==> src/rtl/router_port_ctrl_if.sv <==
// Signal bundle between the router FSM / FIFOs / clients and the output-port controller.
// master drives the request side; slave is the controller itself.
interface router_port_ctrl_if;
    logic       detect_add;
    logic [1:0] data_in;
    logic       write_enb_reg;
    logic       empty_0;
    logic       empty_1;
    logic       empty_2;
    logic       full_0;
    logic       full_1;
    logic       full_2;
    logic       read_enb_0;
    logic       read_enb_1;
    logic       read_enb_2;
    logic [2:0] write_enb;
    logic       fifo_full;
    logic       vld_out_0;
    logic       vld_out_1;
    logic       vld_out_2;
    logic       soft_reset_0;
    logic       soft_reset_1;
    logic       soft_reset_2;

    modport master (
        output detect_add, data_in, write_enb_reg,
        output empty_0, empty_1, empty_2,
        output full_0, full_1, full_2,
        output read_enb_0, read_enb_1, read_enb_2,
        input  write_enb, fifo_full,
        input  vld_out_0, vld_out_1, vld_out_2,
        input  soft_reset_0, soft_reset_1, soft_reset_2
    );

    modport slave (
        input  detect_add, data_in, write_enb_reg,
        input  empty_0, empty_1, empty_2,
        input  full_0, full_1, full_2,
        input  read_enb_0, read_enb_1, read_enb_2,
        output write_enb, fifo_full,
        output vld_out_0, vld_out_1, vld_out_2,
        output soft_reset_0, soft_reset_1, soft_reset_2
    );
endinterface

==> src/rtl/router_port_ctrl.sv <==
// Output-port controller for the 1x3 router: latches the destination address, steers FIFO
// write enables, returns the addressed full flag and runs a per-port unread-data watchdog.
module router_port_ctrl #(
    parameter int unsigned TIMEOUT = 30
) (
    input  logic                clk,
    input  logic                resetn,
    router_port_ctrl_if.slave   bus
);

    localparam int unsigned     CntW   = $clog2(TIMEOUT);
    localparam logic [CntW-1:0] CntMax = CntW'(TIMEOUT - 1);

    logic [1:0]      addr_q, addr_d;
    logic [2:0]      empty, full, rd, stall;
    logic [CntW-1:0] cnt_q [3];
    logic [CntW-1:0] cnt_d [3];
    logic [2:0]      sr_q, sr_d;
    logic [2:0]      write_enb;
    logic            fifo_full;

    assign empty = {bus.empty_2, bus.empty_1, bus.empty_0};
    assign full  = {bus.full_2, bus.full_1, bus.full_0};
    assign rd    = {bus.read_enb_2, bus.read_enb_1, bus.read_enb_0};
    assign stall = ~empty & ~rd;

    // 2'b11 is latched as-is and selects no port.
    always_comb begin
        addr_d = addr_q;
        if (bus.detect_add) begin
            addr_d = bus.data_in;
        end
    end

    always_ff @(posedge clk) begin
        if (!resetn) begin
            addr_q <= 2'b11;
        end else begin
            addr_q <= addr_d;
        end
    end

    // Decodes the registered address only, so a same-cycle latch affects the next cycle.
    always_comb begin
        write_enb = 3'b000;
        fifo_full = 1'b0;
        case (addr_q)
            2'b00: begin
                write_enb = {2'b00, bus.write_enb_reg};
                fifo_full = full[0];
            end
            2'b01: begin
                write_enb = {1'b0, bus.write_enb_reg, 1'b0};
                fifo_full = full[1];
            end
            2'b10: begin
                write_enb = {bus.write_enb_reg, 2'b00};
                fifo_full = full[2];
            end
            default: begin
                write_enb = 3'b000;
                fifo_full = 1'b0;
            end
        endcase
    end

    // Count restarts from zero after each pulse so a persistent stall re-fires every TIMEOUT.
    always_comb begin
        sr_d = 3'b000;
        for (int n = 0; n < 3; n++) begin
            cnt_d[n] = '0;
            if (stall[n]) begin
                if (cnt_q[n] == CntMax) begin
                    sr_d[n] = 1'b1;
                end else begin
                    cnt_d[n] = cnt_q[n] + CntW'(1);
                end
            end
        end
    end

    always_ff @(posedge clk) begin
        if (!resetn) begin
            sr_q <= 3'b000;
            for (int n = 0; n < 3; n++) begin
                cnt_q[n] <= '0;
            end
        end else begin
            sr_q <= sr_d;
            for (int n = 0; n < 3; n++) begin
                cnt_q[n] <= cnt_d[n];
            end
        end
    end

    assign bus.write_enb    = write_enb;
    assign bus.fifo_full    = fifo_full;
    assign bus.vld_out_0    = ~empty[0];
    assign bus.vld_out_1    = ~empty[1];
    assign bus.vld_out_2    = ~empty[2];
    assign bus.soft_reset_0 = sr_q[0];
    assign bus.soft_reset_1 = sr_q[1];
    assign bus.soft_reset_2 = sr_q[2];

endmodule

==> src/flat_wrapper.sv <==
// flat-port wrapper written by rule: the top's interface ports become plain ports
module router_port_ctrl_flat 
#(
    parameter int unsigned TIMEOUT = 30
)
  (clk, resetn, bus_detect_add, bus_data_in, bus_write_enb_reg, bus_empty_0, bus_empty_1, bus_empty_2, bus_full_0, bus_full_1, bus_full_2, bus_read_enb_0, bus_read_enb_1, bus_read_enb_2, bus_write_enb, bus_fifo_full, bus_vld_out_0, bus_vld_out_1, bus_vld_out_2, bus_soft_reset_0, bus_soft_reset_1, bus_soft_reset_2);
  router_port_ctrl_if bus_i ();
  input  logic clk;
  input  logic resetn;
  input wire logic [$bits(bus_i.detect_add)-1:0] bus_detect_add;
  input wire logic [$bits(bus_i.data_in)-1:0] bus_data_in;
  input wire logic [$bits(bus_i.write_enb_reg)-1:0] bus_write_enb_reg;
  input wire logic [$bits(bus_i.empty_0)-1:0] bus_empty_0;
  input wire logic [$bits(bus_i.empty_1)-1:0] bus_empty_1;
  input wire logic [$bits(bus_i.empty_2)-1:0] bus_empty_2;
  input wire logic [$bits(bus_i.full_0)-1:0] bus_full_0;
  input wire logic [$bits(bus_i.full_1)-1:0] bus_full_1;
  input wire logic [$bits(bus_i.full_2)-1:0] bus_full_2;
  input wire logic [$bits(bus_i.read_enb_0)-1:0] bus_read_enb_0;
  input wire logic [$bits(bus_i.read_enb_1)-1:0] bus_read_enb_1;
  input wire logic [$bits(bus_i.read_enb_2)-1:0] bus_read_enb_2;
  output wire logic [$bits(bus_i.write_enb)-1:0] bus_write_enb;
  output wire logic [$bits(bus_i.fifo_full)-1:0] bus_fifo_full;
  output wire logic [$bits(bus_i.vld_out_0)-1:0] bus_vld_out_0;
  output wire logic [$bits(bus_i.vld_out_1)-1:0] bus_vld_out_1;
  output wire logic [$bits(bus_i.vld_out_2)-1:0] bus_vld_out_2;
  output wire logic [$bits(bus_i.soft_reset_0)-1:0] bus_soft_reset_0;
  output wire logic [$bits(bus_i.soft_reset_1)-1:0] bus_soft_reset_1;
  output wire logic [$bits(bus_i.soft_reset_2)-1:0] bus_soft_reset_2;
  assign bus_i.detect_add = bus_detect_add;
  assign bus_i.data_in = bus_data_in;
  assign bus_i.write_enb_reg = bus_write_enb_reg;
  assign bus_i.empty_0 = bus_empty_0;
  assign bus_i.empty_1 = bus_empty_1;
  assign bus_i.empty_2 = bus_empty_2;
  assign bus_i.full_0 = bus_full_0;
  assign bus_i.full_1 = bus_full_1;
  assign bus_i.full_2 = bus_full_2;
  assign bus_i.read_enb_0 = bus_read_enb_0;
  assign bus_i.read_enb_1 = bus_read_enb_1;
  assign bus_i.read_enb_2 = bus_read_enb_2;
  assign bus_write_enb = bus_i.write_enb;
  assign bus_fifo_full = bus_i.fifo_full;
  assign bus_vld_out_0 = bus_i.vld_out_0;
  assign bus_vld_out_1 = bus_i.vld_out_1;
  assign bus_vld_out_2 = bus_i.vld_out_2;
  assign bus_soft_reset_0 = bus_i.soft_reset_0;
  assign bus_soft_reset_1 = bus_i.soft_reset_1;
  assign bus_soft_reset_2 = bus_i.soft_reset_2;
  router_port_ctrl #(.TIMEOUT(TIMEOUT)) u_core (.clk(clk), .resetn(resetn), .bus(bus_i));
endmodule
==> config.mk <==
export PLATFORM = sky130hd
export DESIGN_NAME = router_port_ctrl_flat
export DESIGN_NICKNAME = d
export VERILOG_FILES = /design/src/rtl/router_port_ctrl_if.sv /design/src/rtl/router_port_ctrl.sv /design/src/flat_wrapper.sv
export SDC_FILE = /design/constraint.sdc
export NUM_CORES = 1
export LEC_CHECK = 0
export CORE_MARGIN = 3
export CORE_UTILIZATION = 51
export CTS_BUF_LIST = sky130_fd_sc_hd__clkbuf_8
export DETAILED_ROUTE_END_ITERATION = 10
export HOLD_SLACK_MARGIN = 0.06
export PLACE_DENSITY = 0.85
export SYNTH_ARGS = -nofsm -noshare
export SYNTH_HDL_FRONTEND = slang
export SYNTH_SLANG_ARGS = --single-unit
==> constraint.sdc <==
create_clock -name clk -period 2.6 [get_ports clk]
set_input_delay 0.52 -clock clk [delete_from_list [all_inputs] [get_ports clk]]
set_output_delay 0.52 -clock clk [all_outputs]
set_load 0.01 [all_outputs]
==> summary.md, run 1 <==
| Metric | Value |
|---|---|
| Status | `completed` |
| Post-CTS Setup Inserts | `0` |
| WL final | `1.56 mm` |
| Total CTS buffers | `3` |
| Clock skew | `0.00101 ns` |
| Detail Route Antenna Nets | `0` |
| Worst Slack Setup Final | `between 0.3 and 0.4 ns` |
| Met1 usage | `20.5%` |
| Crit start category | `primary input` |
| Worst reg2reg path depth | `5` |
| CP max FO | `3` |
| Relative slew slack | `77.6%` |
| Post-DP HPWL | `1.23 mm` |
| Diodes inserted | `0` |
| Commonest non-fill, non-tap cells in the layout | `clkdlybuf4s50_1, nor2_1, dfxtp_1` |
| Via Count | `667` |
| Post-synthesis mux area share | `between 3 and 4%` |
| Met3 usage | `5.47%` |
| Share of layout cells above drive strength 1 | `6.03%` |
| Final setup viols | `0` |
| Final instance area | `1130 µm²` |
| Fillers | `101` |
| Commonest non-fill, non-tap cell in the layout | `clkdlybuf4s50_1` |
| Compound-Gate Fraction of Synth Area | `less than 1%` |
| DP Area | `about 1100 µm²` |
| Bufs on Longest Clock Path | `2` |
| Fin crit period | `2.27 ns` |
| Synth-to-Final Area Change | `37.5%` |
| GRT Total Usage | `approximately 18%` |
| Crit-path cells | `clkdlybuf4s50_1 -> nor3b_1 -> clkdlybuf4s50_1` |
| Number of synthesized flops with an enable pin | `0` |
| Via-per-instance ratio | `5.09` |
| RD Place Congestion | `approximately 0.71` |
| Nets@finish | `between 100 and 150` |
| Syn Nets | `110` |
| Final hold vios | `0` |
| Async SR Flop Fraction | `0%` |
| Final hold slack | `a little under 0.5 ns` |
| Hold-fix buffers at CTS | `0` |
| Critical path class | `in -> out` |
| Cell repeated most along the worst path | `clkdlybuf4s50_1` |
| 1st-iter DRT viols | `4` |
| Slew @ Worst Pin | `0.335 ns` |
| M2 GR Usage | `between 20% and 30%` |
| CP Capture Point | `bus_write_enb[0]` |
| Clock slew at reported path FFs | `0.07 ns` |
| Critical path origin | `bus_write_enb_reg` |
| Multi-input gate area | `397 µm²` |
| Clk sinks | `20` |
| Syn. warnings | `0` |
| Max stage delay on crit path | `0.56 ns` |
| Fin. max-slew vios | `0` |
| Worst reg2reg endpoint | `u_core.cnt_q[0][9]` |
| DIE AREA | `around 2100 µm²` |
| Post-Synth XOR/XNOR Area | `9.56%` |
| Main combinational cell family by area after synthesis | `simple AND/OR/NAND/NOR gates` |
| Post-CTS sizing | `0` |
| Slowest-stage cell, CP | `clkdlybuf4s50_1` |
| P per Cell Area | `~530 nW/µm²` |
| Grt total ovfl | `0` |
| Reg2reg start | `u_core.cnt_q[0][6]` |
| Port bufs | `24` |
| Post-Synthesis Cells | `~90` |
| FP Rows | `13` |
| Critical path endpoint category | `output pin` |
| Final Cycle Share | `between 80% and 90%` |
| Initial DRT Pass Iterations | `3` |
| Maximum achievable frequency | `roughly 440 MHz` |
| Post-Synth Adder-Cell Area | `a little over 9%` |
| Clk_lat worst skew | `0.25 ns` |
| CTS tree | `yes` |
| FF-to-FF setup slack | `about 1.5 ns` |
| Buf/Inv on CP | `2` |
| Yosys reg bits | `20` |
| Ys flop type | `dfxtp_1` |
| Root buffer cell | `clkbuf_8` |
| FF+latch area | `400 µm²` |
| Simple logic cell fraction of the synthesized area | `about a quarter` |
| Fin Setup TNS | `0 ns` |
| # IOs | `25` |
| Placed Cells incl. Taps | `roughly 130` |
| Htree depth | `1` |
| Critical path depth | `3` |
| Initial Util | `58.9%` |
| Drt wl/cell | `11.9 µm` |
| WP data required | `~2.1 ns` |
| Critical path's top delay family | `buffers and inverters` |
| Layer with the highest usage | `met2` |
| Yosys cell types | `16` |
| Power Total | `between 500 and 600 µW` |
| RSZ-0062 raised after global routing | `false` |
| Die height | `46.2 µm` |
| Sequential area share after synthesis | `48.6%` |
| Vias in the first global route | `627` |
| Global-route wire length before repair | `2.71 mm` |
| Max-cap viol count | `0` |
| Max IR drop VDD | `0.408 mV` |
| Worst Hold Class | `reg -> reg` |
| Final cell utilization of the core | `81.0%` |
| Total leakage power | `roughly 0.45 nW` |
| Core Region | `about 1400 µm²` |
| Syn Std Cell Area | `between 800 and 900 µm²` |
| Crit path DAT | `1.75 ns` |
| Pre-CTS WS | `0.332 ns` |
| Syn avg cell area | `9.26 µm²` |
| Initial antenna violation count | `0` |
| DIE WIDTH | `46.2 µm` |
| Layout Cells excl Fill | `around 130` |
| Residual DRC count | `0` |
| Largest net degree at the start of global routing | `12` |
[cell families after synthesis]
logic type / after synthesis
AOI/OAI and AO/OA: 1
xor gates and xnor gates: 9
adders and majority gates: 6
buffers and inverters: 7
DFF: 20
muxes: 3
and+or+nand+nor: 43
[per-layer routing]
metal	up-vias	part of all wire [%]
met1	293	42
met4	0	0.90
met2	29	45
met5	-	0
met3	3	12
li1	342	-
[worst register-to-register path, cell delays in order (launching register included)]
cell	delay (ns)
dfxtp_1	0.37
inv_1	0.06
ha_1	0.18
nand4_1	0.10
nand3_2	0.14
nor2_1	0.15
[cell usage after synthesis (3+ instances only)]
master / instances / area (µm²)
nand3_2: 3 / 30.0
xor2_1: 6 / 52.6
nand2_1: 6 / 22.5
mux2i_1: 3 / 30.0
nor2_1: 22 / 82.6
xnor2_1: 3 / 26.3
dfxtp_1: 20 / 400
ha_1: 6 / 75.1
nand4_1: 3 / 18.8
nand3_1: 6 / 30.0
inv_1: 6 / 22.5
[flip-flops by register name, indices dropped and copies added, names as in the netlist]
name	count
u_core.cnt_q	15
u_core.sr_q	3
u_core.addr_q	2
[worst min path at each step]
| stage | cells after the start | start | to | slack (ns) |
|---|---|---|---|---|
| 3_5_place_dp | 1 | u_core.cnt_q[0][5] | u_core.cnt_q[0][5] | 0.47 |
| 2_1_floorplan | 1 | u_core.cnt_q[0][5] | u_core.cnt_q[0][5] | 0.43 |
| 6_report | 1 | u_core.cnt_q[0][5] | u_core.cnt_q[0][5] | 0.49 |
| 5_1_grt | 1 | u_core.cnt_q[0][10] | u_core.cnt_q[0][10] | 0.51 |
| 4_1_cts | 1 | u_core.cnt_q[0][5] | u_core.cnt_q[0][5] | 0.49 |
| 3_3_place_gp | 1 | u_core.cnt_q[0][5] | u_core.cnt_q[0][5] | 0.45 |
[cell type report]
type | instances | area share (%)
Sequential cell | 20 | 35.3
Multi-Input combinational cell | 62 | 35.0
Timing Repair Buffer | 24 | 21.2
Clock buffer | 4 | 4.86
Inverter | 6 | 1.99
Tap cell | 15 | 1.66
[report_power, final]
part / leakage [nW] / total (mW) / switching (mW) / internal [mW]
combinational: 0.261 / 0.0544 / 0.0197 / 0.0348
clock: 0.0288 / 0.227 / 0.0925 / 0.134
sequential: 0.162 / 0.316 / 0.00521 / 0.311
total: 0.452 / 0.597 / 0.117 / 0.480
Power figures use the tool's default switching activity.
==> run 2: changes to the inputs <==
Settings changed: CORE_UTILIZATION 51 to 60, DONT_BUFFER_PORTS set to 1, PLACE_DENSITY 0.85 to 0.75.
==> run 2 against run 1 <==
Effect of this change: wire length shrank 24%; non-clock buffer count shrank 24; largest cell class unchanged; global-route usage decreased by 2.4 points; final area shrank 23%; clock power shrank 14%; register-to-register slack better by 0.05 ns; sequential power barely moved.
==> summary.md, run 2 (synthesis gave the netlist of run 1 again) <==
| Metric | Value |
|---|---|
| Synth-to-Final Area Change | `6.52% (was 37.5%)` |
| Bufs on Longest Clock Path | `2 (unchanged)` |
| Detail Route Antenna Nets | `0 (unchanged)` |
| Clk_lat worst skew | `0.26 ns (was 0.25 ns)` |
| Layout Cells excl Fill | `105 (was 131)` |
| Htree depth | `1 (unchanged)` |
| FF-to-FF setup slack | `1.58 ns (was 1.53 ns)` |
| RD Place Congestion | `0.779 (was 0.709)` |
| Critical path endpoint category | `output pin (unchanged)` |
| Fin Setup TNS | `0 ns (unchanged)` |
| Placed Cells incl. Taps | `102 (was 127)` |
| Largest net degree at the start of global routing | `11 (was 12)` |
| WP data required | `2.08 ns (about the same)` |
| Final hold vios | `0 (unchanged)` |
| Via Count | `540 (was 667)` |
| Grt total ovfl | `0 (unchanged)` |
| Fin crit period | `1.51 ns (was 2.27 ns)` |
| Post-CTS sizing | `0 (unchanged)` |
| Hold Path Sink | `u_core.addr_q[0] (was u_core.cnt_q[0][5])` |
| Post-CTS Setup Inserts | `0 (unchanged)` |
| Worst Hold Launch | `resetn (was u_core.cnt_q[0][5])` |
| Largest Register | `u_core.cnt_q (unchanged)` |
| Total CTS buffers | `3 (unchanged)` |
| Clock slew at reported path FFs | `0.07 ns (about the same)` |
| Hold-fix buffers at CTS | `0 (unchanged)` |
| Maximum achievable frequency | `662 MHz (was 441 MHz)` |
| Port bufs | `0 (was 24)` |
| Slew @ Worst Pin | `0.377 ns (was 0.335 ns)` |
| Final Cycle Share | `58.1% (was 87.2%)` |
| FP Rows | `12 (was 13)` |
| Initial antenna violation count | `0 (unchanged)` |
| WL final | `1.19 mm (was 1.56 mm)` |
| CP max FO | `6 (was 3)` |
| Clock skew | `0.00286 ns (was 0.00101 ns)` |
| # IOs | `25 (unchanged)` |
| Initial DRT Pass Iterations | `4 (was 3)` |
| DIE WIDTH | `43.1 µm (was 46.2 µm)` |
| Top flop regs | `u_core.cnt_q x15, u_core.sr_q x3, u_core.addr_q x2 (unchanged)` |
| Fin. max-slew vios | `0 (unchanged)` |
| Commonest non-fill, non-tap cell in the layout | `nor2_1 (was clkdlybuf4s50_1)` |
| Via-per-instance ratio | `5.14 (was 5.09)` |
| Total leakage power | `0.354 nW (was 0.452 nW)` |
| Die height | `43.1 µm (was 46.2 µm)` |
| Core Region | `1200 µm² (was 1400 µm²)` |
| Post-DP HPWL | `899 µm (was 1.23 mm)` |
| Worst reg2reg path depth | `5 (unchanged)` |
| Max reg flops | `15 (unchanged)` |
| P per Cell Area | `605 nW/µm² (was 527 nW/µm²)` |
| DIE AREA | `1860 µm² (was 2140 µm²)` |
| Reg2reg start | `u_core.cnt_q[0][1] (was u_core.cnt_q[0][6])` |
| Commonest non-fill, non-tap cells in the layout | `nor2_1, dfxtp_1 (was clkdlybuf4s50_1, nor2_1, dfxtp_1)` |
| Global-route wire length before repair | `2.02 mm (was 2.71 mm)` |
| Drt wl/cell | `11.3 µm (was 11.9 µm)` |
| GRT Total Usage | `15.3% (was 17.7%)` |
| Hold Crit Depth | `1 (unchanged)` |
| Residual DRC count | `0 (unchanged)` |
| 1st-iter DRT viols | `6 (was 4)` |
| Relative slew slack | `74.8% (was 77.6%)` |
| Crit path DAT | `0.99 ns (was 1.75 ns)` |
| Worst reg2reg endpoint | `u_core.cnt_q[0][3] (was u_core.cnt_q[0][9])` |
| Root buffer cell | `clkbuf_8 (unchanged)` |
| Worst Hold Class | `in -> reg (was reg -> reg)` |
| Max IR drop VDD | `0.542 mV (was 0.408 mV)` |
| Diodes inserted | `0 (unchanged)` |
| Initial Util | `68.6% (was 58.9%)` |
| Share of layout cells above drive strength 1 | `6.59% (was 6.03%)` |
| CTS tree | `yes (unchanged)` |
| Critical path class | `reg -> out (was in -> out)` |
| RSZ-0062 raised after global routing | `false (unchanged)` |
| Final setup viols | `0 (unchanged)` |
| Nets@finish | `114 (was 138)` |
| Vias in the first global route | `488 (was 627)` |
| Crit start category | `register (was primary input)` |
| Clk sinks | `20 (unchanged)` |
| Status | `completed (unchanged)` |
| Max-cap viol count | `0 (unchanged)` |
==> run 2: cell count changes in the layout (fill, tap and decap cells not counted) <==
cell / before / now
clkdlybuf4s50_1: 24 / 0
clkbuf_8: 4 / 3
==> run 2: metrics by stage <==
stage	utilization, %	power [mW]	worst slack (ns)	hold WS, ns	cell area [µm²]
2_1_floorplan	-	0.342	1.25	0.433	825
3_3_place_gp	69.7	0.343	1.22	0.449	837
3_5_place_dp	69.7	0.343	1.23	0.459	837
4_1_cts	73.1	0.539	1.07	0.318	878
5_1_grt	73.1	0.555	0.980	0.321	878
6_report	73.1	0.531	1.09	0.321	878
==> run 2: layout make-up <==
class                   instances  area (µm²)
clock buffers                   3        41.3
inverters                       6        22.5
flip-flops and latches         20         400
multi-input cells              62         397
fillers                        96         323
well taps                      14        17.5
==> run 2: worst max path at each step <==
stage | start | to | cells past startpoint
2_1_floorplan | bus_write_enb_reg | bus_write_enb[0] | 1
3_3_place_gp | bus_write_enb_reg | bus_write_enb[0] | 1
3_5_place_dp | bus_write_enb_reg | bus_write_enb[0] | 1
4_1_cts | u_core.addr_q[0] | bus_fifo_full | 2
5_1_grt | u_core.addr_q[0] | bus_fifo_full | 2
6_report | u_core.addr_q[0] | bus_fifo_full | 2
==> run 2: power breakdown <==
group	total (mW)	switching, mW	internal, mW	leakage (nW)
registers	0.316	0.00488	0.311	0.162
clock network	0.195	0.0923	0.103	0.0216
logic	0.0205	0.0117	0.00884	0.171
==> run 2: routing by layer <==
metal / part of all wire, % / vias up / wire length [µm] / track usage, %
met2: 38 / 21 / 454 / 21.0
met5: 0 / - / 0 / 0
li1: - / 292 / - / -
met3: 9.9 / 5 / 117 / 5.93
met4: 3.7 / 0 / 44 / 12.7
met1: 48 / 222 / 568 / 18.5
==> run 2: worst max-delay path, stage by stage, from the launching register on <==
cell and delay (ns):
dfxtp_1 0.42, mux2i_1 0.10, o21ai_1 0.22
